File: config.mk
export PLATFORM = sky130hd
export DESIGN_NAME = piso_shift_dbuf
export DESIGN_NICKNAME = d
export VERILOG_FILES = /design/src/rtl/piso_shift_dbuf_pkg.sv /design/src/rtl/piso_shift_dbuf_hold_buf.sv /design/src/rtl/piso_shift_dbuf.sv
export SDC_FILE = /design/constraint.sdc
export NUM_CORES = 1
export LEC_CHECK = 0
export ABC_AREA = 1
export CAP_MARGIN = 0
export CORE_MARGIN = 2
export CORE_UTILIZATION = 40
export CTS_CLUSTER_SIZE = 8
export DETAILED_ROUTE_END_ITERATION = 10
export GPL_ROUTABILITY_DRIVEN = 0
export PLACE_DENSITY_LB_ADDON = 0.2
export SLEW_MARGIN = 20
export SYNTH_ARGS = -nofsm -noshare
export SYNTH_HDL_FRONTEND = slang
export SYNTH_HIERARCHICAL = 1
export SYNTH_SLANG_ARGS = --single-unit
File: constraint.sdc
create_clock -name clk -period 4.4 [get_ports clk]
set_input_delay 1.32 -clock clk [delete_from_list [all_inputs] [get_ports clk]]
set_output_delay 1.32 -clock clk [all_outputs]
set_load 0.005 [all_outputs]
File: src/rtl/piso_shift_dbuf_pkg.sv
// Shared types and helpers for the CW305 SPI-side serialiser datapath.
package ml_spi_pkg;

    function automatic int unsigned cnt_width(input int unsigned n);
        return (n < 2) ? 1 : $clog2(n);
    endfunction

    typedef enum logic {
        MSB_FIRST = 1'b0,
        LSB_FIRST = 1'b1
    } bit_order_e;

    typedef enum logic {
        IDLE  = 1'b0,
        SHIFT = 1'b1
    } shift_state_e;

endpackage

File: src/rtl/piso_shift_dbuf_hold_buf.sv
// One-entry valid/ready holding register feeding the PISO shifter.
module piso_hold_buf #(
    parameter int unsigned W = 8
) (
    input  logic         clk,
    input  logic         rst,
    input  logic [W-1:0] data_i,
    input  logic         valid_i,
    output logic         ready_o,
    input  logic         pop_i,
    output logic [W-1:0] data_o,
    output logic         full_o
);

    logic         full_q, full_d;
    logic [W-1:0] data_q, data_d;
    logic         accept;

    assign accept = valid_i & ~full_q;

    // Pop first so an accept on the same edge leaves the entry full.
    always_comb begin
        full_d = full_q;
        data_d = data_q;
        if (pop_i) begin
            full_d = 1'b0;
        end
        if (accept) begin
            full_d = 1'b1;
            data_d = data_i;
        end
    end

    always_ff @(posedge clk or posedge rst) begin
        if (rst) begin
            full_q <= 1'b0;
            data_q <= '0;
        end else begin
            full_q <= full_d;
            data_q <= data_d;
        end
    end

    assign ready_o = ~full_q;
    assign data_o  = data_q;
    assign full_o  = full_q;

endmodule

File: src/rtl/piso_shift_dbuf.sv
// Parallel-in/serial-out shifter with a one-word holding buffer for gapless streaming.
module piso_shift_dbuf #(
    parameter int unsigned DATA_W     = 8,
    parameter int unsigned LSB_FIRST  = 0,
    parameter int unsigned IDLE_LEVEL = 0
) (
    input  logic              clk,
    input  logic              rst,
    input  logic [DATA_W-1:0] in_data,
    input  logic              in_valid,
    output logic              in_ready,
    input  logic              en_L,
    output logic              so,
    output logic              so_valid,
    output logic              so_first,
    output logic              done,
    output logic              busy
);
    import ml_spi_pkg::*;

    if (DATA_W < 2) begin : g_bad_width
        $error("piso_shift_dbuf: DATA_W must be >= 2");
    end

    localparam bit_order_e        ORDER    = (LSB_FIRST != 0) ? ml_spi_pkg::LSB_FIRST : MSB_FIRST;
    localparam int unsigned       CW       = cnt_width(DATA_W);
    localparam logic [CW-1:0]     LAST     = CW'(DATA_W - 1);
    localparam logic              IDLE_BIT = 1'(IDLE_LEVEL);

    shift_state_e      state_q, state_d;
    logic [CW-1:0]     cnt_q, cnt_d;
    logic [DATA_W-1:0] sr_q, sr_d;
    logic              so_q, so_d;
    logic              so_valid_q, so_valid_d;
    logic              so_first_q, so_first_d;
    logic              done_q, done_d;

    logic              hold_full, hold_pop, retire;
    logic [DATA_W-1:0] hold_data;

    piso_hold_buf #(.W(DATA_W)) u_hold (
        .clk     (clk),
        .rst     (rst),
        .data_i  (in_data),
        .valid_i (in_valid),
        .ready_o (in_ready),
        .pop_i   (hold_pop),
        .data_o  (hold_data),
        .full_o  (hold_full)
    );

    function automatic logic head_bit(input logic [DATA_W-1:0] v);
        return (ORDER == MSB_FIRST) ? v[DATA_W-1] : v[0];
    endfunction

    function automatic logic [DATA_W-1:0] advance(input logic [DATA_W-1:0] v);
        return (ORDER == MSB_FIRST) ? {v[DATA_W-2:0], 1'b0} : {1'b0, v[DATA_W-1:1]};
    endfunction

    assign retire = (state_q == SHIFT) && !en_L && (cnt_q == LAST);

    // The register sr_q always holds the not-yet-presented bits at its head end.
    always_comb begin
        state_d    = state_q;
        cnt_d      = cnt_q;
        sr_d       = sr_q;
        so_d       = so_q;
        so_valid_d = so_valid_q;
        so_first_d = so_first_q;
        done_d     = 1'b0;
        hold_pop   = 1'b0;

        if (state_q == SHIFT && !en_L) begin
            if (cnt_q != LAST) begin
                so_d       = head_bit(sr_q);
                sr_d       = advance(sr_q);
                cnt_d      = cnt_q + CW'(1);
                so_first_d = 1'b0;
            end else begin
                done_d     = 1'b1;
                state_d    = IDLE;
                so_d       = IDLE_BIT;
                so_valid_d = 1'b0;
                so_first_d = 1'b0;
            end
        end

        if (hold_full && (state_q == IDLE || retire)) begin
            hold_pop   = 1'b1;
            state_d    = SHIFT;
            cnt_d      = '0;
            so_d       = head_bit(hold_data);
            sr_d       = advance(hold_data);
            so_valid_d = 1'b1;
            so_first_d = 1'b1;
        end
    end

    always_ff @(posedge clk or posedge rst) begin
        if (rst) begin
            state_q    <= IDLE;
            cnt_q      <= '0;
            sr_q       <= '0;
            so_q       <= IDLE_BIT;
            so_valid_q <= 1'b0;
            so_first_q <= 1'b0;
            done_q     <= 1'b0;
        end else begin
            state_q    <= state_d;
            cnt_q      <= cnt_d;
            sr_q       <= sr_d;
            so_q       <= so_d;
            so_valid_q <= so_valid_d;
            so_first_q <= so_first_d;
            done_q     <= done_d;
        end
    end

    assign so       = so_q;
    assign so_valid = so_valid_q;
    assign so_first = so_first_q;
    assign done     = done_q;
    assign busy     = hold_full | (state_q == SHIFT);

endmodule

==> results.yml, run 1 <==
run_status:
  outcome: "completed"
power_and_ir_drop:
  finalPower_uw: 676
  power.density_nw_per_um2: 509
  power.leakage_nw: 0.752
  ir_drop_uv: 289
die:
  fp-row-count: 19
  die_h_microns: 57.4
  dieArea_sq_um: 3290
  io_pins: 18
  die_x_microns: 57.4
  initial_core_util: 0.417
  core-area_sq_um: 2730
synth:
  ys_seq_area_frac: 0.505
  synth_cell_types: 15
  syn_inst: 142
  synth_top_area_share: 0.505
  netlist_area_sq_um: 1140
  synth_largest_area_cell: "dfrtp_1"
  ys_top_cells_by_area: "dfrtp_1 50%, nand2_1 19%, nand3_1 10%"
  synth_seq_cells: 23
  syn_avg_cell_area_sq_um: 8.03
  synth_warnings: 6
  syn_nets: 156
global_routing:
  overflow: 0
  track_usage: 0.138
  antenna_found_initial: 0
  grt_pass1_vias: 836
  grt_pass1_wl_mm: 3.54
  grt_max_degree: 20
placement:
  post-dp-hpwl_mm: 1.50
  numPortBuffers: 17
timing:
  slew_violations: 0
  fmax_mhz: 342
  tns_ps: 0
  rsz0062_at_grt: "no"
  finalHoldViolations: 0
  fin_crit_ps: 2930
  relSlewSlack: 0.641
  setup_viol: 0
  hold_slack_ps: 487
  skew_ps: 11.2
  tightest_slew_ps: 538
  period_share: 0.665
clock_tree:
  clock-sinks: 23
  cts_root_buffer: "clkbuf_4"
  cts.hold.buffers_added: 0
  cts_resized: 0
  cts_tree: "yes"
  clk_pin_slew_ps: 140
  clock_latency_ps: 310
  cts_max_level: 1
  post_cts_buffers: 0
  cts_buffer_depth: 2
  numCtsBuffers: 3
setup_path:
  r2r-start: "cnt_q[0]$_DFFE_PP0P_"
  required_ps: 3080
  worstPathArrival_ps: 1610
  r2r.worst_path.cells: 7
  cp_max_fo: 11
  worstReg2RegEnd: "sr_q[2]$_DFFE_PP0P_"
  slowest_delay_ps: 540
  path_cells: "inv_2, clkdlybuf4s50_1"
  cp.depth: 2
  cp-end-kind: "output pin"
  worst-path-buf-inv: 2
  critPathTopFamily: "buffers and inverters"
  crit_start: "u_hold/full_o$_DFFE_PP0P_"
  cpMaxStageDelayCell: "clkdlybuf4s50_1"
  cp-start-kind: "register"
  crit_path_end: "in_ready"
  worst-setup-path-type: "register to output pin"
  r2r_setup_slack_ps: 2780
layout:
  final_util: 0.486
  drive_above_1_share: 0.0755
  areaGrowthSynthToFinish_pct: 16.6
  diodes: 0
  nets: 174
route:
  drtPass1Iterations: 3
  drt_iter0_drc: 22
  finalWirelength_mm: 1.99
  final_antenna_net_count: 0
  wl_per_cell_microns: 10.5
  num_vias: 894
  drc: 0
  viasPerCell: 4.71
min_path:
  hp-class: "register to register"
job:
  cap_viol_max_count: 0
[worst min path at each step]
stage | end | start | slack [ps] | depth (start not counted)
floorplan | u_hold/data_o[1]$_DFFE_PP0P_ | u_hold/data_o[1]$_DFFE_PP0P_ | 440 | 2
global placement | u_hold/data_o[2]$_DFFE_PP0P_ | u_hold/data_o[2]$_DFFE_PP0P_ | 460 | 2
detailed placement | u_hold/data_o[2]$_DFFE_PP0P_ | u_hold/data_o[2]$_DFFE_PP0P_ | 460 | 2
CTS | u_hold/data_o[2]$_DFFE_PP0P_ | u_hold/data_o[2]$_DFFE_PP0P_ | 490 | 2
global route | u_hold/data_o[3]$_DFFE_PP0P_ | u_hold/data_o[3]$_DFFE_PP0P_ | 520 | 2
finish | u_hold/data_o[2]$_DFFE_PP0P_ | u_hold/data_o[2]$_DFFE_PP0P_ | 490 | 2
[where the power goes]
part           switching (mW)  internal [mW]  total (mW)
combinational           0.128         0.0966       0.225
sequential             0.0560          0.296       0.352
clock                  0.0653         0.0340      0.0993
total                   0.250          0.427       0.676
[kinds of logic (layout without fill, tap and decap cells)]
logic type | Yosys count | after routing | synth area share
adder cells (fa/ha/maj) | 2 | 2 | 0.0220
buffers and inverters | 22 | 39 | 0.101
flip-flops | 23 | 23 | 0.505
AND/OR/NAND/NOR | 92 | 92 | 0.346
AO/OA/AOI/OAI | 3 | 3 | 0.0263
[registers in the layout, summed over array words and instances, names as in the netlist]
name	cells
cnt_q	3
done	1
so	1
so_first	1
so_valid	1
sr_q	7
u_hold/data_o	8
u_hold/full_o	1
[cells in the final DEF, fill, tap and decap left out, drive strengths merged]
cell            n
dfrtp          23
clkdlybuf4s50  17
nor2            7
a21oi           1
inv            18
ha              2
nand3          23
clkinv          1
o21ai           2
clkbuf          3
nand2          62
[synth_stat cells]
cell type / instances
a21oi_1: 1
buf_6: 3
clkbuf_8: 1
dfrtp_1: 23
ha_1: 2
inv_1: 16
inv_2: 2
nand2_1: 59
nand2_2: 1
nand2_4: 2
nand3_1: 23
nor2_1: 6
nor2_2: 1
o21ai_2: 1
o21ai_4: 1
[final cells by class]
type,instances,area [sq um]
Clock buffer,3,22.5
Clock inverter,1,5.00
Fill cell,271,1410
Inverter,18,67.6
Multi-Input combinational cell,97,449
Sequential cell,23,576
Tap cell,31,38.8
Timing Repair Buffer,17,170
[metrics by stage]
step | instance area (sq um) | worst slack (ps) | instances
after floorplan | 1140 | 2390 | 142
after global placement | 1300 | 1770 | 186
after detailed placement | 1300 | 1740 | 186
after CTS | 1330 | 1450 | 190
after global routing | 1330 | 1390 | 190
final | 1330 | 1470 | 190
[per-layer routing]
| metal | up-vias | track usage | part of all wire |
|---|---|---|---|
| li1 | 468 | - | - |
| met1 | 410 | 0.166 | 0.48 |
| met2 | 14 | 0.239 | 0.48 |
| met3 | 2 | 0.0204 | 0.038 |
| met4 | 0 | 0.0664 | 0.0065 |
| met5 | - | 0 | 0 |
[worst register-to-register path: stages (launching register included)]
cell	delay [ps]
dfrtp_1	400
ha_1	160
ha_1	250
inv_2	90
o21ai_4	270
nand2_4	200
nand3_1	120
nand2_1	60
No activity file was read; power rests on OpenSTA's default activity.
==> run 2, diff against run 1 <==
==> constraint.sdc (replaced) <==
create_clock -name clk -period 3.1 [get_ports clk]
set_input_delay 0.93 -clock clk [delete_from_list [all_inputs] [get_ports clk]]
set_output_delay 0.93 -clock clk [all_outputs]
set_load 0.005 [all_outputs]
==> run 2 against run 1 <==
Design area did not move; critical path depth unchanged; cell count stayed put; die area stayed put; sequential power increased by 41%; clock power up 43%; count of clock-buffer cells in the layout did not move; largest cell class unchanged; first-iteration DRC count shrank 36%; via count fell by 1.9%; setup slack worse by 910 ps; critical endpoint unchanged.
==> results.yml, run 2 (synthesized netlist as in run 1, its figures left out) <==
clock_tree:
  numCtsBuffers: 3
  cts.hold.buffers_added: 0
  cts_max_level: 1
  clk_pin_slew_ps: 140
  clock_latency_ps: 310
  cts_resized: 0
  post_cts_buffers: 0
  clock-sinks: 23
  cts_root_buffer: "clkbuf_4"
  cts_tree: "yes"
  cts_buffer_depth: 2
die:
  io_pins: 18
  initial_core_util: 0.417
  dieArea_sq_um: 3290
  core-area_sq_um: 2730
  fp-row-count: 19
  die_x_microns: 57.4
  die_h_microns: 57.4
power_and_ir_drop:
  finalPower_uw: 959
  power.density_nw_per_um2: 721
  power.leakage_nw: 0.752
  ir_drop_uv: 393
min_path:
  hp-class: "register to register"
  hp-start: "u_hold/data_o[4]$_DFFE_PP0P_"
  min_to: "u_hold/data_o[4]$_DFFE_PP0P_"
  min_path_cells: 2
timing:
  period_share: 0.818
  tightest_slew_ps: 549
  rsz0062_at_grt: "no"
  fmax_mhz: 394
  setup_viol: 0
  relSlewSlack: 0.634
  slew_violations: 0
  fin_crit_ps: 2540
  skew_ps: 11.9
  setup_slack_ps: 564
  tns_ps: 0
  finalHoldViolations: 0
global_routing:
  overflow: 0
  grt_pass1_wl_mm: 3.48
  grt_max_degree: 20
  track_usage: 0.134
  grt_pass1_vias: 844
  antenna_found_initial: 0
route:
  drt_iter0_drc: 14
  wl_per_cell_microns: 10.4
  viasPerCell: 4.62
  drtPass1Iterations: 4
  drc: 0
  num_vias: 877
  finalWirelength_mm: 1.97
  final_antenna_net_count: 0
placement:
  post-dp-hpwl_mm: 1.49
  postPlaceCellArea_sq_um: 1300
  place_ws_ps: 838
  numPortBuffers: 17
job:
  cap_viol_max_count: 0
layout:
  final.fill_count: 272
  mostFrequentLayoutCell: "nand2_1"
  largest_reg_flops: 8
  drive_above_1_share: 0.0755
  diodes: 0
  nets: 174
  most-common-layout-cells: "59 x nand2_1, 23 x nand3_1, 23 x dfrtp_1, 17 x clkdlybuf4s50_1, 16 x inv_1"
  final_area_sq_um: 1330
  areaGrowthSynthToFinish_pct: 16.6
setup_path:
  r2r_setup_slack_ps: 1490
  critPathTopFamily: "buffers and inverters"
  cp_max_fo: 11
  slowest_delay_ps: 540
  worstPathArrival_ps: 1610
  worst-setup-path-type: "register to output pin"
  r2r.worst_path.cells: 7
  cp-start-kind: "register"
  cpMaxStageDelayCell: "clkdlybuf4s50_1"
  cp-end-kind: "output pin"
  worst-path-buf-inv: 2
  worstReg2RegEnd: "sr_q[2]$_DFFE_PP0P_"
  required_ps: 2170
  crit_start: "u_hold/full_o$_DFFE_PP0P_"
  r2r-start: "cnt_q[0]$_DFFE_PP0P_"
  path_cells: "inv_2, clkdlybuf4s50_1"
run_status:
  outcome: "completed"
## run 2: cell counts in the layout (fill, tap and decap cells not counted)
No cell type changed its count.
## run 2: metrics by stage
stage / instances / hold WS (ps) / util
4_1_cts: 190 / 489 / 0.486
5_1_grt: 190 / 520 / 0.486
3_3_place_gp: 186 / 455 / 0.476
2_1_floorplan: 142 / 442 / -
3_5_place_dp: 186 / 459 / 0.476
6_report: 190 / 486 / 0.486
## run 2: how the worst max path moves through the flow
stage / endpoint / depth (start not counted)
after floorplan: cnt_q[0]$_DFFE_PP0P_ / 5
after global placement: sr_q[4]$_DFFE_PP0P_ / 8
after CTS: in_ready / 2
after global routing: in_ready / 2
final: in_ready / 2
after detailed placement: sr_q[4]$_DFFE_PP0P_ / 8
## run 2: layout make-up
class	count	area (sq um)	area share
clock inverters	1	5.00	0.00377
inverters	18	67.6	0.0508
repair buffers	17	170	0.128
well taps	31	38.8	0.0292
multi-input cells	97	449	0.338
flip-flops and latches	23	576	0.433
clock buffers	3	22.5	0.0169
## run 2: where the power goes
group          internal (mW)  switching (mW)  total (mW)
logic                  0.137           0.183       0.320
clock network         0.0482          0.0939       0.142
registers              0.420          0.0765       0.497
## run 2: worst min-delay path, delay by kind of cell, from the launching register on
kind,cells,cell delay (ps)
flops,1,370
simple gates,2,100
## run 2: per-layer routing
layer	track usage	share of wire	vias to the layer above
li1	-	-	468
met1	0.164	0.48	393
met2	0.232	0.48	14
met3	0.0204	0.033	2
met4	0.0598	0.0066	0
met5	0	0	-
==> run 3, diff against run 2 <==
==> constraint.sdc (replaced) <==
create_clock -name clk -period 2.55 [get_ports clk]
set_input_delay 0.765 -clock clk [delete_from_list [all_inputs] [get_ports clk]]
set_output_delay 0.765 -clock clk [all_outputs]
set_load 0.005 [all_outputs]
==> run 3 against run 2 <==
Die area did not move; critical path depth did not move; sequential power rose by 22%; core utilization barely moved; largest power group unchanged; critical path type unchanged; critical endpoint unchanged.
==> results.yml, run 3 (synthesized netlist as in run 1, its figures left out) <==
power_and_ir_drop:
  power.density_nw_per_um2: 879
  power.leakage_nw: 0.749
  switching_share: 0.367
  internal-power_uw: 739
  ir_drop_uv: 481
  p_comb_frac: 0.335
  power_switching_uw: 428
  p_seq_frac: 0.521
  clock_power_share: 0.145
timing:
  tns_ps: 0
  period_share: 0.924
  setup_slack_ps: 193
  slew_violations: 0
  fin_crit_ps: 2360
  fmax_mhz: 424
  tightest_slew_ps: 557
  relSlewSlack: 0.628
  setup_viol: 0
  rsz0062_at_grt: "no"
  finalHoldViolations: 0
  skew_ps: 6.91
layout:
  areaGrowthSynthToFinish_pct: 16.5
  mostFrequentLayoutCell: "nand2_1"
  diodes: 0
  final.fill_count: 266
  drive_above_1_share: 0.0692
  most-common-layout-cells: "59 x nand2_1, 23 x nand3_1, 23 x dfrtp_1, 17 x clkdlybuf4s50_1, 16 x inv_1"
  final_util: 0.486
  largest_reg_flops: 8
  nets: 174
die:
  initial_core_util: 0.417
  core-area_sq_um: 2730
  fp-row-count: 19
  die_x_microns: 57.4
  io_pins: 18
  dieArea_sq_um: 3290
  die_h_microns: 57.4
route:
  drtPass1Iterations: 4
  drt_iter0_drc: 15
  wl_per_cell_microns: 10.6
  drc: 0
  finalWirelength_mm: 2.01
  viasPerCell: 4.62
  final_antenna_net_count: 0
  num_vias: 878
job:
  cap_viol_max_count: 0
clock_tree:
  post_cts_buffers: 0
  clock-sinks: 23
  cts_buffer_depth: 2
  cts_resized: 0
  cts_tree: "yes"
  cts_root_buffer: "clkbuf_4"
  clk_pin_slew_ps: 120
  numCtsBuffers: 3
  cts_max_level: 1
  cts.hold.buffers_added: 0
  clock_latency_ps: 310
setup_path:
  cp-end-kind: "output pin"
  worstReg2RegEnd: "sr_q[3]$_DFFE_PP0P_"
  worst-setup-path-type: "register to output pin"
  cp-start-kind: "register"
  cp_max_fo: 11
  required_ps: 1790
  r2r.worst_path.cells: 7
  r2r-start: "cnt_q[0]$_DFFE_PP0P_"
  r2r_setup_slack_ps: 930
  worstPathArrival_ps: 1590
placement:
  place_ws_ps: 444
  numPortBuffers: 17
  post-dp-hpwl_mm: 1.49
min_path:
  hp-class: "register to register"
  min_path_cells: 2
  hp-start: "u_hold/data_o[2]$_DFFE_PP0P_"
  min_to: "u_hold/data_o[2]$_DFFE_PP0P_"
global_routing:
  overflow: 0
  antenna_found_initial: 0
  grt_max_degree: 20
  track_usage: 0.134
  grt_pass1_vias: 835
  grt_pass1_wl_mm: 3.45
run_status:
  outcome: "completed"
==> run 3: changes by cell type in the layout (fill, tap and decap cells not counted), sizes merged <==
cell    change
clkbuf      +1
clkinv      -1
==> run 3: final cells by class <==
cell class / instances / area, sq um / share of cell area
clock buffers: 4 / 26.3 / 0.0198
inverters: 18 / 67.6 / 0.0509
multi-input cells: 97 / 449 / 0.338
flip-flops and latches: 23 / 576 / 0.434
well taps: 31 / 38.8 / 0.0292
repair buffers: 17 / 170 / 0.128
==> run 3: worst max path at each step <==
stage | startpoint | end | slack (ps)
after floorplan | cnt_q[0]$_DFFE_PP0P_ | cnt_q[0]$_DFFE_PP0P_ | 1090
after global placement | en_L | sr_q[4]$_DFFE_PP0P_ | 470
after detailed placement | en_L | sr_q[4]$_DFFE_PP0P_ | 440
after CTS | u_hold/full_o$_DFFE_PP0P_ | in_ready | 170
after global routing | u_hold/full_o$_DFFE_PP0P_ | in_ready | 90
final | u_hold/full_o$_DFFE_PP0P_ | in_ready | 190
==> run 3: metal layers <==
metal / wire length, microns / track usage
met2: 926 / 0.234
met5: 0 / 0
met4: 13 / 0.0365
met1: 942 / 0.158
met3: 123 / 0.0408
==> run 3: power groups by stage <==
stage	clock network, mW	registers, mW	logic, mW
2_1_floorplan	0	0.582	0.335
6_report	0.169	0.607	0.390
3_5_place_dp	0	0.617	0.395
3_3_place_gp	0	0.612	0.386
4_1_cts	0.179	0.609	0.397
5_1_grt	0.192	0.627	0.457
==> run 3: metrics by stage <==
stage	cell area [sq um]	std cells	hold slack [ps]	power (mW)
after floorplan	1140	142	442	0.917
after global placement	1300	186	455	0.998
after detailed placement	1300	186	463	1.01
after CTS	1330	190	493	1.18
after global routing	1330	190	515	1.28
final	1330	190	488	1.17
==> run 3: worst max-delay path, stage by stage (launching register included) <==
cell and delay (ps):
dfrtp_1 510, inv_2 230, clkdlybuf4s50_1 540
